**config.mk**
```make
export PLATFORM = sky130hd
export DESIGN_NAME = dtw_scheduler
export DESIGN_NICKNAME = d
export VERILOG_FILES = /design/src/rtl/dtw_scheduler.sv
export SDC_FILE = /design/constraint.sdc
export NUM_CORES = 2
export LEC_CHECK = 0
export CAP_MARGIN = 15
export CORE_AREA = 2 2 350 352
export DETAILED_ROUTE_END_ITERATION = 8
export DIE_AREA = 0 0 352 354
export HOLD_SLACK_MARGIN = 0.15
export PLACE_DENSITY = 0.76
export SETUP_SLACK_MARGIN = 0.02
export SLEW_MARGIN = 30
export SYNTH_ARGS = -nofsm -noshare
export SYNTH_HDL_FRONTEND = slang
export SYNTH_SLANG_ARGS = --single-unit
export TNS_END_PERCENT = 10
```
**constraint.sdc**
```tcl
create_clock -name clk -period 7.9 [get_ports clk]
set_input_delay 1.58 -clock clk [delete_from_list [all_inputs] [get_ports clk]]
set_output_delay 1.58 -clock clk [all_outputs]
set_load 0.02 [all_outputs]
```
**src/rtl/dtw_scheduler.sv**
```systemverilog
// Shares one dtw engine across N_JOINTS pose channels: buffers reference and camera
// trajectories, runs the engine once per joint, then sums the scores into a pass/fail verdict.
module dtw_scheduler #(
  parameter int DATA_WIDTH = 10,
  parameter int SIZE       = 20,
  parameter int N_JOINTS   = 4,
  parameter int TIMEOUT    = 4096
) (
  input  logic                                     clk,
  input  logic                                     rst_n,
  input  logic                                     ref_wr_en,
  input  logic [$clog2(N_JOINTS*SIZE)-1:0]         ref_wr_addr,
  input  logic [DATA_WIDTH-1:0]                    ref_wr_data,
  input  logic                                     start,
  input  logic [DATA_WIDTH+$clog2(N_JOINTS)-1:0]   threshold,
  input  logic                                     cam_valid,
  input  logic [DATA_WIDTH-1:0]                    cam_data,
  output logic                                     cam_ready,
  output logic                                     dtw_rst_n,
  output logic                                     dtw_go,
  output logic [DATA_WIDTH-1:0]                    dtw_refer,
  output logic [DATA_WIDTH-1:0]                    dtw_camera,
  input  logic                                     dtw_ready_refer,
  input  logic                                     dtw_ready_camera,
  input  logic                                     dtw_done,
  input  logic [DATA_WIDTH-1:0]                    dtw_score,
  output logic                                     busy,
  output logic                                     score_valid,
  output logic [$clog2(N_JOINTS)-1:0]              score_joint,
  output logic [DATA_WIDTH-1:0]                    score_data,
  output logic                                     result_valid,
  output logic [DATA_WIDTH+$clog2(N_JOINTS)-1:0]   total_score,
  output logic                                     pass,
  output logic                                     timeout_err
);

  // state  | meaning
  // IDLE   | host may write reference memory; waits for start
  // LOAD   | accepts one camera window, frame-major
  // CLR    | holds the engine in reset for two cycles, clears pointers
  // RUN    | engine active for the current joint, pulls served from memory
  // NEXT   | publishes the joint score and accumulates the total
  // FINISH | publishes the window verdict

  localparam int DEPTH = N_JOINTS * SIZE;
  localparam int AW    = $clog2(DEPTH);
  localparam int JW    = $clog2(N_JOINTS);
  localparam int PW    = $clog2(SIZE);
  localparam int WW    = $clog2(TIMEOUT);
  localparam int TW    = DATA_WIDTH + JW;

  localparam logic [AW-1:0] SIZE_A     = AW'(SIZE);
  localparam logic [PW-1:0] T_LAST     = PW'(SIZE - 1);
  localparam logic [JW-1:0] J_LAST     = JW'(N_JOINTS - 1);
  localparam logic [WW-1:0] WDOG_LAST  = WW'(TIMEOUT - 1);

  typedef enum logic [2:0] {
    S_IDLE, S_LOAD, S_CLR, S_RUN, S_NEXT, S_FINISH
  } state_t;

  state_t state, next_state;

  logic [DATA_WIDTH-1:0] ref_mem [DEPTH];
  logic [DATA_WIDTH-1:0] cam_mem [DEPTH];

  logic [JW-1:0]         ld_j;
  logic [PW-1:0]         ld_t;
  logic [JW-1:0]         joint;
  logic [PW-1:0]         rp, cp;
  logic                  rr_d;
  logic [WW-1:0]         wdog;
  logic                  clr_cnt;
  logic [DATA_WIDTH-1:0] score_q;
  logic [TW-1:0]         thr_q;

  logic          beat, last_beat, wdog_exp;
  logic [AW-1:0] cam_wr_addr, rd_base;
  logic [TW-1:0] total_next;

  assign beat        = cam_valid && cam_ready;
  assign last_beat   = beat && (ld_j == J_LAST) && (ld_t == T_LAST);
  assign wdog_exp    = (wdog == WDOG_LAST);
  assign cam_wr_addr = AW'(ld_j) * SIZE_A + AW'(ld_t);
  assign rd_base     = AW'(joint) * SIZE_A;
  assign total_next  = total_score + TW'(score_q);
  assign score_data  = score_q;

  assign dtw_refer   = ref_mem[rd_base + AW'(rp)];
  assign dtw_camera  = cam_mem[rd_base + AW'(cp)];

  always_ff @(posedge clk) begin
    if (!rst_n) state <= S_IDLE;
    else        state <= next_state;
  end

  always_comb begin
    next_state = state;
    unique case (state)
      S_IDLE:   if (start) next_state = S_LOAD;
      S_LOAD:   if (last_beat) next_state = S_CLR;
      S_CLR:    if (clr_cnt) next_state = S_RUN;
      S_RUN:    if (dtw_done || wdog_exp) next_state = S_NEXT;
      S_NEXT:   next_state = (joint == J_LAST) ? S_FINISH : S_CLR;
      S_FINISH: next_state = S_IDLE;
      default:  next_state = S_IDLE;
    endcase
  end

  // Memories keep their contents across reset; only the writes are gated.
  always_ff @(posedge clk) begin
    if (rst_n && ref_wr_en && state == S_IDLE) ref_mem[ref_wr_addr] <= ref_wr_data;
    if (rst_n && beat) cam_mem[cam_wr_addr] <= cam_data;
  end

  always_ff @(posedge clk) begin
    if (!rst_n) begin
      busy         <= 1'b0;
      cam_ready    <= 1'b0;
      dtw_go       <= 1'b0;
      dtw_rst_n    <= 1'b0;
      score_valid  <= 1'b0;
      score_joint  <= '0;
      score_q      <= '0;
      result_valid <= 1'b0;
      total_score  <= '0;
      pass         <= 1'b0;
      timeout_err  <= 1'b0;
      thr_q        <= '0;
      ld_j         <= '0;
      ld_t         <= '0;
      joint        <= '0;
      rp           <= '0;
      cp           <= '0;
      rr_d         <= 1'b0;
      wdog         <= '0;
      clr_cnt      <= 1'b0;
    end else begin
      busy         <= (next_state != S_IDLE);
      cam_ready    <= (next_state == S_LOAD);
      dtw_go       <= (next_state == S_RUN);
      dtw_rst_n    <= (next_state != S_CLR);
      score_valid  <= 1'b0;
      result_valid <= 1'b0;
      unique case (state)
        S_IDLE: begin
          if (start) begin
            thr_q       <= threshold;
            total_score <= '0;
            timeout_err <= 1'b0;
            pass        <= 1'b0;
            joint       <= '0;
            ld_j        <= '0;
            ld_t        <= '0;
          end
        end
        S_LOAD: begin
          if (beat) begin
            if (ld_j == J_LAST) begin
              ld_j <= '0;
              if (ld_t != T_LAST) ld_t <= ld_t + 1'b1;
            end else begin
              ld_j <= ld_j + 1'b1;
            end
          end
        end
        S_CLR: begin
          clr_cnt <= ~clr_cnt;
          rp      <= '0;
          cp      <= '0;
          rr_d    <= 1'b0;
          wdog    <= '0;
        end
        S_RUN: begin
          // The engine latches refer one cycle after its pull, so rp follows a delayed strobe.
          rr_d <= dtw_ready_refer;
          wdog <= wdog + 1'b1;
          if (dtw_ready_camera && cp != T_LAST) cp <= cp + 1'b1;
          if (rr_d && rp != T_LAST) rp <= rp + 1'b1;
          if (dtw_done) begin
            score_q     <= dtw_score;
            score_valid <= 1'b1;
            score_joint <= joint;
          end else if (wdog_exp) begin
            score_q     <= '1;
            timeout_err <= 1'b1;
            score_valid <= 1'b1;
            score_joint <= joint;
          end
        end
        S_NEXT: begin
          total_score <= total_next;
          if (joint == J_LAST) begin
            result_valid <= 1'b1;
            pass         <= (total_next <= thr_q) && !timeout_err;
          end else begin
            joint <= joint + 1'b1;
          end
        end
        S_FINISH: ;
        default: ;
      endcase
    end
  end

endmodule

```
==> metrics.txt <==
DR DRC count=0; Post-DP HPWL=89.59 mm; max-slew violations=0; CTS H-tree lvls=4; routability cong.=0.8804; most common cell after layout, fill and taps aside=edfxtp_1; Fin. Hold Viols=0; post-route ant nets=0; remaining global-route overflow=0; Worst Path Arrival=5.37 ns; Fillers=8040; Synth Flop Type=edfxtp_1; largest net degree at the start of global routing=81; critical-path cell list=buf_4, fa_1, buf_4, and2_0, nand2_1, o221ai_1, nor3_1, o211a_1, clkdlybuf4s50_1; maximum clock frequency=144.0 MHz; Root Driver=clkbuf_16; Mapped Area=0.06612 mm^2; DP Worst Slack=1.938 ns; # Post-CTS Setup Buffers=0; final period utilization=87.93%; sequential-to-total area share from yosys stat=75.09%; # rows=128; Max Fanout on Critical Path=36; post-CTS sizing=0; Hold Path End=thr_q[6]$_SDFFE_PN0P_; starting density of the core=54.68%; core area=0.1209 mm^2; flop-to-flop setup slack=4.00 ns; Layout Nets=3521; drt wl/cell=29.77 um; Max-Cap Viols=0; via/cell ratio=6.447; worst r2r src=state[0]$_SDFF_PN0_; Setup-failing EPs final=0; clock tree from TritonCTS=built; CP peak stage delay=0.79 ns; Vias=33450; R2R depth=5; area delta synth->final=12.36%; Crit path required time=6.32 ns; Clock Skews=0.02599 ns; Gate Count Post-Synth=3252; total wire length=154.5 mm; FF+latch count, synth=1680; floorplan die height=354 um; crit-path most repeated cell=buf_4; setup TNS=0 ns; syn nets=3350; boundary pin count=109; initial detailed-routing violation count=4626; Static Leak=0.02246 uW; hold path cells=2; delay-heaviest family, CP=simple AND/OR/NAND/NOR gates; startpoint types=flip-flop; crit path buf inv count=3; post-route worst setup slack=0.9537 ns; total global-route track usage=24.95%; vias in the first global route=33490; 1st-pass router iterations=6; Buffers on Ports=108; FF-to-FF End=ref_mem[6][5]$_DFFE_PP_; capturing element type of the critical path=primary output; first-pass GRT wire length=228.9 mm; relative slew slack=28.54%; DIE AREA=0.1246 mm^2; async set-reset flop share out of synthesis=0%; hold path start=thr_q[6]$_SDFFE_PN0P_; number of synthesized flops with an enable pin=1600; CP max stage cell=and2_0; Worst-path clk slew=0.06 ns; maximum VDD drop=0.2846 mV; Die X=352 um; layout cell share with drive strength beyond 1=23.65%; Pwr Density=237.9 mW/mm^2; Clock Sinks=1680; synth unique cells=79; synthesized area per cell=20.33 um^2; Hold WC Path Type=reg2reg; TritonCTS Buffers=164; kind of critical path=reg2out; clock buffer depth=3; commonest cells after routing, fill and taps aside=1600 x edfxtp_1, 391 x mux4_2, 167 x clkbuf_16; Hold-fix buffers, CTS=0; Tightest Pin Transition=1.069 ns; worst-skew pair later-pin latency=0.81 ns; status=finished clean; initial antenna violation count=2; Syn. warnings=0; Tmin final=6.946 ns; RSZ-0062 raised after global routing=no
synth_stat cells (11+ instances only):
| library cell | instances | share of area [%] |
|---|---|---|
| a22oi_1 | 42 | 0.48 |
| a21boi_0 | 24 | 0.27 |
| mux2i_1 | 63 | 0.95 |
| mux4_2 | 391 | 13 |
| nor2b_1 | 37 | 0.35 |
| a21o_1 | 12 | 0.14 |
| inv_1 | 16 | 0.091 |
| o21ai_0 | 25 | 0.19 |
| a31oi_1 | 11 | 0.10 |
| nor2_1 | 212 | 1.2 |
| buf_2 | 46 | 0.35 |
| ha_1 | 37 | 0.70 |
| nand3_1 | 36 | 0.27 |
| o22ai_1 | 35 | 0.33 |
| nand4_1 | 15 | 0.14 |
| dfxtp_1 | 80 | 2.4 |
| xor2_1 | 20 | 0.26 |
| nor3_1 | 24 | 0.18 |
| a211oi_1 | 32 | 0.36 |
| a21oi_1 | 58 | 0.44 |
| edfxtp_1 | 1600 | 73 |
| buf_4 | 34 | 0.39 |
| buf_6 | 23 | 0.39 |
| clkbuf_1 | 42 | 0.24 |
| nand2_1 | 134 | 0.76 |
cell families after synthesis:
family / share of synthesized area, %
compound gates: 3.913
xor+xnor: 0.4220
fa+ha+maj: 0.8213
buf+inv: 1.546
flops: 75.09
mux: 14.63
simple gates: 3.582
worst min-delay path, cell delays in order (launching register included):
cell,delay (ns)
dfxtp_1,0.31
nand2_1,0.05
a21boi_0,0.06
routing by layer:
| layer | track usage, % | up-vias | wire length, um |
|---|---|---|---|
| met5 | 0 | - | 0 |
| met4 | 9.133 | 0 | 5251 |
| met3 | 4.918 | 313 | 14020 |
| met2 | 39.80 | 1934 | 75940 |
| met1 | 34.69 | 17320 | 59250 |
| li1 | - | 13880 | - |
power by group:
group	total, uW	internal (uW)	leakage, uW	switching, uW
Combinational	256	51.5	0.00489	204
Clock	7660	4310	0.00254	3360
Sequential	9760	9750	0.0150	7.33
cell type report:
type | instances | area [um^2] | share of cell area, %
flip-flops and latches | 1680 | 49660 | 66.84
well taps | 1625 | 2033 | 2.737
repair buffers | 159 | 1479 | 1.991
clock buffers | 202 | 4310 | 5.802
clock inverters | 101 | 943.4 | 1.270
inverters | 17 | 63.81 | 0.08589
multi-input cells | 1401 | 15800 | 21.26
diodes | 3 | 7.507 | 0.01010
registers in the layout, summed over array words and instances, names as in the netlist, 2 cells and up:
register / cells
ld_j: 2
wdog: 12
total_score: 12
score_data: 10
cam_mem: 800
score_joint: 2
ld_t: 5
ref_mem: 800
thr_q: 12
cp: 5
rp: 5
state: 3
joint: 2
worst max path at each step:
| stage | startpoint | endpoint | slack, ns | depth (start not counted) |
|---|---|---|---|---|
| after floorplan | joint[0]$_SDFFE_PN0P_ | dtw_refer[7] | 3.64 | 9 |
| after global placement | joint[1]$_SDFFE_PN0P_ | dtw_camera[3] | 2.02 | 9 |
| after detailed placement | joint[1]$_SDFFE_PN0P_ | dtw_camera[2] | 1.94 | 9 |
| after CTS | joint[1]$_SDFFE_PN0P_ | dtw_camera[2] | 1.04 | 9 |
| after global routing | joint[1]$_SDFFE_PN0P_ | dtw_camera[3] | 0.93 | 9 |
| final | joint[1]$_SDFFE_PN0P_ | dtw_camera[2] | 0.95 | 9 |
through the flow:
step	total power (uW)	instance area, um^2	hold slack, ns	util, %	std cells
after floorplan	9998	66120	0.4413	-	3252
after global placement	10190	68680	0.4533	56.80	4880
after detailed placement	10200	68760	0.4575	56.87	4880
after CTS	17740	74020	0.4681	61.21	5183
after global routing	18090	74290	0.4864	61.44	5187
final	17680	74300	0.4658	61.44	5188
Power figures use the tool's default switching activity.
